## src/rtl/icache_refill_bridge_pkg.sv

```systemverilog
// Shared definitions for the instruction-cache refill bridge.
// - AXI encodings used on the read channels.
// - The controller state type. It is also exported on the top-level debug port.
package icache_refill_bridge_pkg;

    localparam logic [1:0] AXI_BURST_INCR = 2'b01;
    localparam logic [1:0] AXI_RESP_OKAY  = 2'b00;

    typedef enum logic [2:0] {
        S_IDLE  = 3'd0,
        S_ADDR  = 3'd1,
        S_DATA  = 3'd2,
        S_DONE  = 3'd3,
        S_DRAIN = 3'd4
    } state_t;

endpackage

```

## src/rtl/icache_refill_bridge_if.sv

```systemverilog
// AXI-style read address and read data channels between the refill bridge and
// the memory-side port or arbiter.
//
// Handshake rule for both channels: a beat transfers on a rising clk edge where
// valid and ready are both high. Once valid is raised, the source holds it and
// its payload stable until that edge. Ready may depend on valid, but valid never
// depends on ready.
//
// Modports:
//   master : the bridge. Drives AR* and rready; receives arready and R*.
//   slave  : the memory side.
interface icache_refill_bridge_if #(
    parameter int WORD = 32
);
    logic [WORD-1:0] araddr;
    logic            arvalid;
    logic            arready;
    logic [7:0]      arlen;
    logic [2:0]      arsize;
    logic [1:0]      arburst;
    logic [3:0]      arid;
    logic            rvalid;
    logic            rready;
    logic [WORD-1:0] rdata;
    logic [1:0]      rresp;
    logic            rlast;

    modport master (
        output araddr, arvalid, arlen, arsize, arburst, arid, rready,
        input  arready, rvalid, rdata, rresp, rlast
    );

    modport slave (
        input  araddr, arvalid, arlen, arsize, arburst, arid, rready,
        output arready, rvalid, rdata, rresp, rlast
    );
endinterface

```

## src/rtl/icache_refill_bridge_refill_line_assembler.sv

```systemverilog
// Cache-line holding register. The register is written one word at a time.
//   clk, rst : clock and asynchronous active-high clear
//   we       : write the word selected by sel
//   sel      : word index within the line (the beat counter)
//   wdata    : word to store
//   line     : assembled line. Word k occupies bits [k*WORD +: WORD].
module icache_refill_bridge_refill_line_assembler #(
    parameter int WORD       = 32,
    parameter int BEATS      = 4,
    parameter int LINE_WIDTH = 128,
    parameter int SEL_W      = 2
) (
    input  logic                  clk,
    input  logic                  rst,
    input  logic                  we,
    input  logic [SEL_W-1:0]      sel,
    input  logic [WORD-1:0]       wdata,
    output logic [LINE_WIDTH-1:0] line
);

    always_ff @(posedge clk or posedge rst) begin
        if (rst) begin
            line <= '0;
        end else if (we) begin
            for (int k = 0; k < BEATS; k++) begin
                if (sel == SEL_W'(k)) begin
                    line[k*WORD +: WORD] <= wdata;
                end
            end
        end
    end

endmodule

```

## src/rtl/icache_refill_bridge.sv

```systemverilog
// Instruction-cache refill bridge.
// The bridge turns one line-refill request into a single INCR read burst. It
// gathers the returned beats into a cache line and presents the line with a
// one-cycle mem_ready pulse.
//   clk, rst  : clock, asynchronous active-high reset
//   req_valid : refill request. It is accepted only in IDLE.
//   req_addr  : byte address of the miss. It is aligned down to the line.
//   cancel    : flush. The current refill is abandoned and its beats are drained.
//   mem_ready : one-cycle pulse. line_out is valid.
//   line_out  : assembled line. It holds until the next beat is written.
//   bus_err   : pulses with mem_ready. It is high if any beat had a bad response or a misplaced rlast.
//   busy      : high whenever the controller is not idle.
//   state_dbg : current controller state
//   axi       : read address and read data channels (master side)
module icache_refill_bridge
    import icache_refill_bridge_pkg::*;
#(
    parameter int          WORD       = 32,
    parameter int          LINE_WIDTH = 128,
    parameter int          BEATS      = 4,
    parameter logic [3:0]  ID         = 4'd0
) (
    input  logic                  clk,
    input  logic                  rst,
    input  logic                  req_valid,
    input  logic [WORD-1:0]       req_addr,
    input  logic                  cancel,
    output logic                  mem_ready,
    output logic [LINE_WIDTH-1:0] line_out,
    output logic                  bus_err,
    output logic                  busy,
    output state_t                state_dbg,
    icache_refill_bridge_if.master axi
);

    localparam int CW             = $clog2(BEATS);
    localparam int LINE_BYTE_LOG  = $clog2(LINE_WIDTH / 8);
    localparam int SIZE_LOG       = $clog2(WORD / 8);
    localparam logic [CW-1:0] LAST_BEAT = CW'(BEATS - 1);

    state_t          state_q, state_d;
    logic [CW-1:0]   cnt_q, cnt_d;
    logic            discard_q, discard_d;
    logic            err_q, err_d;
    logic [WORD-1:0] addr_q, addr_d;
    logic            line_we;
    logic            beat_last;
    logic [WORD-1:0] aligned_addr;

    assign aligned_addr = {req_addr[WORD-1:LINE_BYTE_LOG], {LINE_BYTE_LOG{1'b0}}};
    assign beat_last    = (cnt_q == LAST_BEAT);

    assign axi.araddr  = addr_q;
    assign axi.arlen   = 8'(BEATS - 1);
    assign axi.arsize  = 3'(SIZE_LOG);
    assign axi.arburst = AXI_BURST_INCR;
    assign axi.arid    = ID;
    assign state_dbg   = state_q;

    always_ff @(posedge clk or posedge rst) begin
        if (rst) begin
            state_q   <= S_IDLE;
            cnt_q     <= '0;
            discard_q <= 1'b0;
            err_q     <= 1'b0;
            addr_q    <= '0;
        end else begin
            state_q   <= state_d;
            cnt_q     <= cnt_d;
            discard_q <= discard_d;
            err_q     <= err_d;
            addr_q    <= addr_d;
        end
    end

    always_comb begin
        state_d     = state_q;
        cnt_d       = cnt_q;
        discard_d   = discard_q;
        err_d       = err_q;
        addr_d      = addr_q;
        line_we     = 1'b0;
        axi.arvalid = 1'b0;
        axi.rready  = 1'b0;
        mem_ready   = 1'b0;
        bus_err     = 1'b0;
        busy        = (state_q != S_IDLE);

        case (state_q)
            S_IDLE: begin
                if (req_valid && !cancel) begin
                    addr_d  = aligned_addr;
                    state_d = S_ADDR;
                end
            end

            // The address handshake always completes, even after a cancel,
            // because the burst is then owed to us and must be drained.
            S_ADDR: begin
                axi.arvalid = 1'b1;
                if (cancel) discard_d = 1'b1;
                if (axi.arready) begin
                    cnt_d   = '0;
                    state_d = S_DATA;
                end
            end

            // The burst length comes from the beat count. rlast only
            // contributes to the error flag.
            S_DATA: begin
                axi.rready = 1'b1;
                if (cancel) discard_d = 1'b1;
                if (axi.rvalid) begin
                    line_we = 1'b1;
                    cnt_d   = cnt_q + CW'(1);
                    if (axi.rresp != AXI_RESP_OKAY || axi.rlast != beat_last) begin
                        err_d = 1'b1;
                    end
                    if (beat_last) begin
                        if (discard_q || cancel) begin
                            discard_d = 1'b0;
                            err_d     = 1'b0;
                            state_d   = S_IDLE;
                        end else begin
                            state_d = S_DONE;
                        end
                    end else if (discard_q || cancel) begin
                        state_d = S_DRAIN;
                    end
                end
            end

            S_DRAIN: begin
                axi.rready = 1'b1;
                if (axi.rvalid) begin
                    cnt_d = cnt_q + CW'(1);
                    if (beat_last) begin
                        discard_d = 1'b0;
                        err_d     = 1'b0;
                        state_d   = S_IDLE;
                    end
                end
            end

            S_DONE: begin
                mem_ready = 1'b1;
                bus_err   = err_q;
                err_d     = 1'b0;
                discard_d = 1'b0;
                state_d   = S_IDLE;
            end

            default: state_d = S_IDLE;
        endcase
    end

    icache_refill_bridge_refill_line_assembler #(
        .WORD       (WORD),
        .BEATS      (BEATS),
        .LINE_WIDTH (LINE_WIDTH),
        .SEL_W      (CW)
    ) u_line (
        .clk   (clk),
        .rst   (rst),
        .we    (line_we),
        .sel   (cnt_q),
        .wdata (axi.rdata),
        .line  (line_out)
    );

endmodule

```

## src/flat_wrapper.sv

```systemverilog
// flat-port wrapper written by rule: the top's interface ports become plain ports
module icache_refill_bridge_flat import icache_refill_bridge_pkg::*;
#(
    parameter int          WORD       = 32,
    parameter int          LINE_WIDTH = 128,
    parameter int          BEATS      = 4,
    parameter logic [3:0]  ID         = 4'd0
)
  (clk, rst, req_valid, req_addr, cancel, mem_ready, line_out, bus_err, busy, state_dbg, axi_araddr, axi_arvalid, axi_arlen, axi_arsize, axi_arburst, axi_arid, axi_rready, axi_arready, axi_rvalid, axi_rdata, axi_rresp, axi_rlast);
  icache_refill_bridge_if #(.WORD(WORD)) axi_i ();
  input  logic clk;
  input  logic rst;
  input  logic req_valid;
  input  logic [WORD-1:0] req_addr;
  input  logic cancel;
  output logic mem_ready;
  output logic [LINE_WIDTH-1:0] line_out;
  output logic bus_err;
  output logic busy;
  output state_t state_dbg;
  output wire logic [$bits(axi_i.araddr)-1:0] axi_araddr;
  output wire logic [$bits(axi_i.arvalid)-1:0] axi_arvalid;
  output wire logic [$bits(axi_i.arlen)-1:0] axi_arlen;
  output wire logic [$bits(axi_i.arsize)-1:0] axi_arsize;
  output wire logic [$bits(axi_i.arburst)-1:0] axi_arburst;
  output wire logic [$bits(axi_i.arid)-1:0] axi_arid;
  output wire logic [$bits(axi_i.rready)-1:0] axi_rready;
  input wire logic [$bits(axi_i.arready)-1:0] axi_arready;
  input wire logic [$bits(axi_i.rvalid)-1:0] axi_rvalid;
  input wire logic [$bits(axi_i.rdata)-1:0] axi_rdata;
  input wire logic [$bits(axi_i.rresp)-1:0] axi_rresp;
  input wire logic [$bits(axi_i.rlast)-1:0] axi_rlast;
  assign axi_araddr = axi_i.araddr;
  assign axi_arvalid = axi_i.arvalid;
  assign axi_arlen = axi_i.arlen;
  assign axi_arsize = axi_i.arsize;
  assign axi_arburst = axi_i.arburst;
  assign axi_arid = axi_i.arid;
  assign axi_rready = axi_i.rready;
  assign axi_i.arready = axi_arready;
  assign axi_i.rvalid = axi_rvalid;
  assign axi_i.rdata = axi_rdata;
  assign axi_i.rresp = axi_rresp;
  assign axi_i.rlast = axi_rlast;
  icache_refill_bridge #(.WORD(WORD), .LINE_WIDTH(LINE_WIDTH), .BEATS(BEATS), .ID(ID)) u_core (.clk(clk), .rst(rst), .req_valid(req_valid), .req_addr(req_addr), .cancel(cancel), .mem_ready(mem_ready), .line_out(line_out), .bus_err(bus_err), .busy(busy), .state_dbg(state_dbg), .axi(axi_i));
endmodule
```

## config.mk

```make
export PLATFORM = sky130hd
export DESIGN_NAME = icache_refill_bridge_flat
export DESIGN_NICKNAME = d
export VERILOG_FILES = /design/src/rtl/icache_refill_bridge_pkg.sv /design/src/rtl/icache_refill_bridge_if.sv /design/src/rtl/icache_refill_bridge_refill_line_assembler.sv /design/src/rtl/icache_refill_bridge.sv /design/src/flat_wrapper.sv
export SDC_FILE = /design/constraint.sdc
export NUM_CORES = 1
export LEC_CHECK = 0
export CAP_MARGIN = 10
export CELL_PAD_IN_SITES_DETAIL_PLACEMENT = 0
export CELL_PAD_IN_SITES_GLOBAL_PLACEMENT = 1
export CORE_MARGIN = 2
export CORE_UTILIZATION = 31
export DETAILED_ROUTE_END_ITERATION = 12
export GPL_ROUTABILITY_DRIVEN = 0
export PLACE_DENSITY = 0.79
export SYNTH_ARGS = -nofsm -noshare
export SYNTH_HDL_FRONTEND = slang
export SYNTH_SLANG_ARGS = --single-unit
```

## constraint.sdc

```tcl
create_clock -name clk -period 6.11 [get_ports clk]
set_input_delay 1.833 -clock clk [delete_from_list [all_inputs] [get_ports clk]]
set_output_delay 1.833 -clock clk [all_outputs]
set_load 0.005 [all_outputs]
```

==> impl_results.md <==
- Hold Startpoint: u_core.u_line.line[119]
- Dpl hpwl: 11060 um
- Total I/O pin count: 258
- Power density cells: 488.0 nW/um^2
- Floorplan core area: 20890 sq um
- Final setup fails: 0
- Latest clock arrival within the worst-skew pair: 0.42 ns
- Number of pins with negative max-slew slack in the final report: 0
- Crit path required time: 4.28 ns
- CP bufs+invs: 2
- Seq cells post-synth: 163
- Max Cap Violations: 0
- Critical-path maximum fanout: 15
- Min Tclk post-route: 3.934 ns
- TritonCTS clock tree: yes
- Worst-case register-to-register setup slack: 3.70 ns
- Fraction of synthesized cell area taken by the top area cell type: 62.23%
- Number of levels the H-tree was split into: 4
- Setup crit end kind: output port
- Post-route clock skew: 0.01069 ns
- Setup TNS: 0 ns
- Commonest cells after routing, fill and taps aside: sky130_fd_sc_hd__clkdlybuf4s50_1, sky130_fd_sc_hd__dfrtp_1, sky130_fd_sc_hd__mux2_2
- NumNets Final: 732
- Area of the die: 22320 sq um
- Non-filler cells, final: 943
- Slew Limit Headroom: 34.24%
- Slowest stage cell on the critical path: sky130_fd_sc_hd__dfrtp_1
- Cell at the root of the clock tree: sky130_fd_sc_hd__clkbuf_16
- Number of cells after detailed placement: 911
- Cells on worst reg2reg path: 4
- Post-Syn Area: 6555 sq um
- First-pass detailed-route iteration total: 4
- Average cell area after synthesis: 15.53 sq um
- Highest clock rate: 254.2 MHz
- Total of hold buffers inserted after clock tree synthesis: 0
- End point of the worst hold path: u_core.u_line.line[119]
- Pin count of the biggest net entering global routing: 81
- Period Utilization, post-route: 64.38%
- Detailed Route WL: 15900 um
- Via count: 4300
- Design internal power: 0.003376 W
- Tightest Pin Transition: 0.9829 ns
- Horiz. Die Dim: 149.4 um
- Power share of the combinational group: 38.6%
- Sequential element share of the synthesized area: 62.23%
- Wire length of the first global-routing pass: 24900 um
- Crit path largest cell delay: 0.67 ns
- Startpoint of the most critical register-to-register path: u_core.state_dbg[1]
- Largest cells by area after synthesis: sky130_fd_sc_hd__dfrtp_1, sky130_fd_sc_hd__mux2_2, sky130_fd_sc_hd__buf_4
- Kind of path behind the tightest hold check: reg2reg
- Share of cells above drive strength 1: 29.79%
- Routed via count divided by cell count: 4.560
- Global-route usage over all layers: 14.40%
- Clock slew seen by the registers of the worst setup and hold paths: 0.07 ns
- CTS Buf Count: 17
- Netlist cell types: 37
- Final antenna diode count: 0
- Standard-cell rows: 53
- Share of power burned in registers: 39.3%
- Remaining routing DRC violations: 0
- Cell depth of the worst hold path: 1
- Number of resized instances in the post-cts repair step: 0
- Synthesized netlist cell count: 422
- Setup repair after global routing missed its margin: false
- Leakage power total: 4.276 nW
- Switching power total: 0.001311 W
- Signed area change from the synthesized netlist to the final layout: 46.52%
- Cell chain of the critical path: xor2_1, nand2b_1, inv_1, clkdlybuf4s50_1
- Synth Warn #: 0
- Total of buffers placed on input and output ports: 232
- Number of antenna violations at the first check in global routing: 0
- Most common cell after layout, fill and taps aside: sky130_fd_sc_hd__clkdlybuf4s50_1
- Vias in the first global route: 4687
- CP Data Arrival Time: 2.10 ns
- Detailed Route Iter0 Violations: 141
- Worst voltage drop across the vdd grid: 0.1865 mV
- Die Ht: 149.4 um
- Initial standard-cell utilization of the core: 31.38%
- Worst Setup Start Kind: flip-flop
- Cell type with the highest aggregate area in the netlist: sky130_fd_sc_hd__dfrtp_1
- Result of the run: finished, final reports clean
- Overflow after GRT: 0
- Top delay family on crit path: flip-flops
- Routed len/inst: 16.86 um
- Switching share of power: 27.96%
- Worst setup path startpoint: u_core.state_dbg[2]
- DRT antenna net count: 0
- Hold Violations, Final: 0
- End of the worst register-to-register path: u_core.u_line.line[86]
- Clock network power share: 22.1%
- Worst Path Class, Setup: reg2out
- Number of setup buffers added after CTS: 0
- TritonCTS sink count: 163
- Maximum buffer depth of the clock tree: 2
[stage by stage]
stage | setup WS (ns) | power (W) | hold slack (ns) | util [%] | cell area [sq um]
5_1_grt | 2.080 | 0.004975 | 0.5184 | 45.98 | 9604
2_1_floorplan | 2.206 | 0.002480 | 0.5004 | - | 6630
3_5_place_dp | 1.824 | 0.003701 | 0.4915 | 43.23 | 9030
4_1_cts | 2.165 | 0.004762 | 0.5065 | 45.98 | 9604
3_3_place_gp | 1.842 | 0.003629 | 0.4867 | 43.23 | 9030
6_report | 2.176 | 0.004687 | 0.5031 | 45.98 | 9604
[power groups by stage]
stage          Sequential [W]  Combinational, W  Clock [W]
3_3_place_gp          0.00183           0.00180          0
4_1_cts               0.00185           0.00184    0.00107
2_1_floorplan         0.00185          0.000629          0
6_report              0.00184           0.00181    0.00103
5_1_grt               0.00191           0.00195    0.00112
3_5_place_dp          0.00186           0.00184          0
[routing by layer]
metal / GRT usage, % / vias to the layer above / share of wire [%]
met4: 5.381 / 0 / 1.1
met3: 5.244 / 14 / 8.0
li1: - / 1923 / -
met1: 16.86 / 2194 / 40
met2: 24.20 / 169 / 51
met5: 0 / - / 0
[layout make-up]
class	count	area, sq um
tap	275	344.1
inverter	5	22.52
fill	1871	11280
sequential	163	4079
multi-input combinational	234	2235
clock buffer	18	439.2
timing repair buffer	234	2350
clock inverter	14	135.1
[registers in the layout, indices dropped and copies added (netlist names)]
name and cells:
u_core.state_dbg 3, u_core.axi.araddr 28, u_core.u_line.line 128, u_core.cnt_q 2
u_core.discard_q 1, u_core.err_q 1
[synthesized netlist by cell type]
master and instances:
sky130_fd_sc_hd__xor2_1 2, sky130_fd_sc_hd__nor2b_1 4, sky130_fd_sc_hd__buf_6 9, sky130_fd_sc_hd__conb_1 2, sky130_fd_sc_hd__a31o_2 1, sky130_fd_sc_hd__nor4b_4 1
sky130_fd_sc_hd__a21boi_0 1, sky130_fd_sc_hd__o311ai_0 1, sky130_fd_sc_hd__clkbuf_1 2, sky130_fd_sc_hd__a22oi_1 1, sky130_fd_sc_hd__nand3_2 1, sky130_fd_sc_hd__buf_4 22
sky130_fd_sc_hd__ha_1 4, sky130_fd_sc_hd__nor2_1 4, sky130_fd_sc_hd__or3_1 1, sky130_fd_sc_hd__o31ai_1 1, sky130_fd_sc_hd__a32oi_1 1, sky130_fd_sc_hd__and3b_1 1
sky130_fd_sc_hd__nand2_1 8, sky130_fd_sc_hd__inv_1 5, sky130_fd_sc_hd__and3_1 1, sky130_fd_sc_hd__nand2b_1 1, sky130_fd_sc_hd__a31oi_1 1, sky130_fd_sc_hd__mux2_2 156
sky130_fd_sc_hd__o21ai_0 5, sky130_fd_sc_hd__dfrtp_1 163, sky130_fd_sc_hd__a2111oi_0 1, sky130_fd_sc_hd__o2bb2ai_1 1, sky130_fd_sc_hd__nand3_1 2, sky130_fd_sc_hd__nor3_1 1
sky130_fd_sc_hd__and2_1 3, sky130_fd_sc_hd__a311oi_1 1, sky130_fd_sc_hd__nand3b_1 2, sky130_fd_sc_hd__a21oi_1 4, sky130_fd_sc_hd__buf_2 6, sky130_fd_sc_hd__a22o_1 1
sky130_fd_sc_hd__or2_2 1
[worst max-delay path by stage]
stage	end	slack [ns]	cells after the start
after floorplan	u_core.axi.araddr[10]	2.21	1
after global placement	u_core.u_line.line[77]	1.84	4
after CTS	axi_rready	2.17	4
final	axi_rready	2.18	4
after detailed placement	u_core.u_line.line[79]	1.82	4
after global routing	axi_rready	2.08	4
[logic make-up (layout without fill, tap and decap cells)]
group	after synthesis	in the layout	share of synthesized area, %
AO/OA/AOI/OAI	20	20	2.062
XOR/XNOR	2	2	0.2673
adder cells (fa/ha/maj)	4	4	0.7635
buffers and inverters	44	271	4.925
flip-flops	163	163	62.23
multiplexers	156	156	26.80
other	2	21	0.1146
AND/OR/NAND/NOR	31	31	2.844
Power figures use the tool's default switching activity.
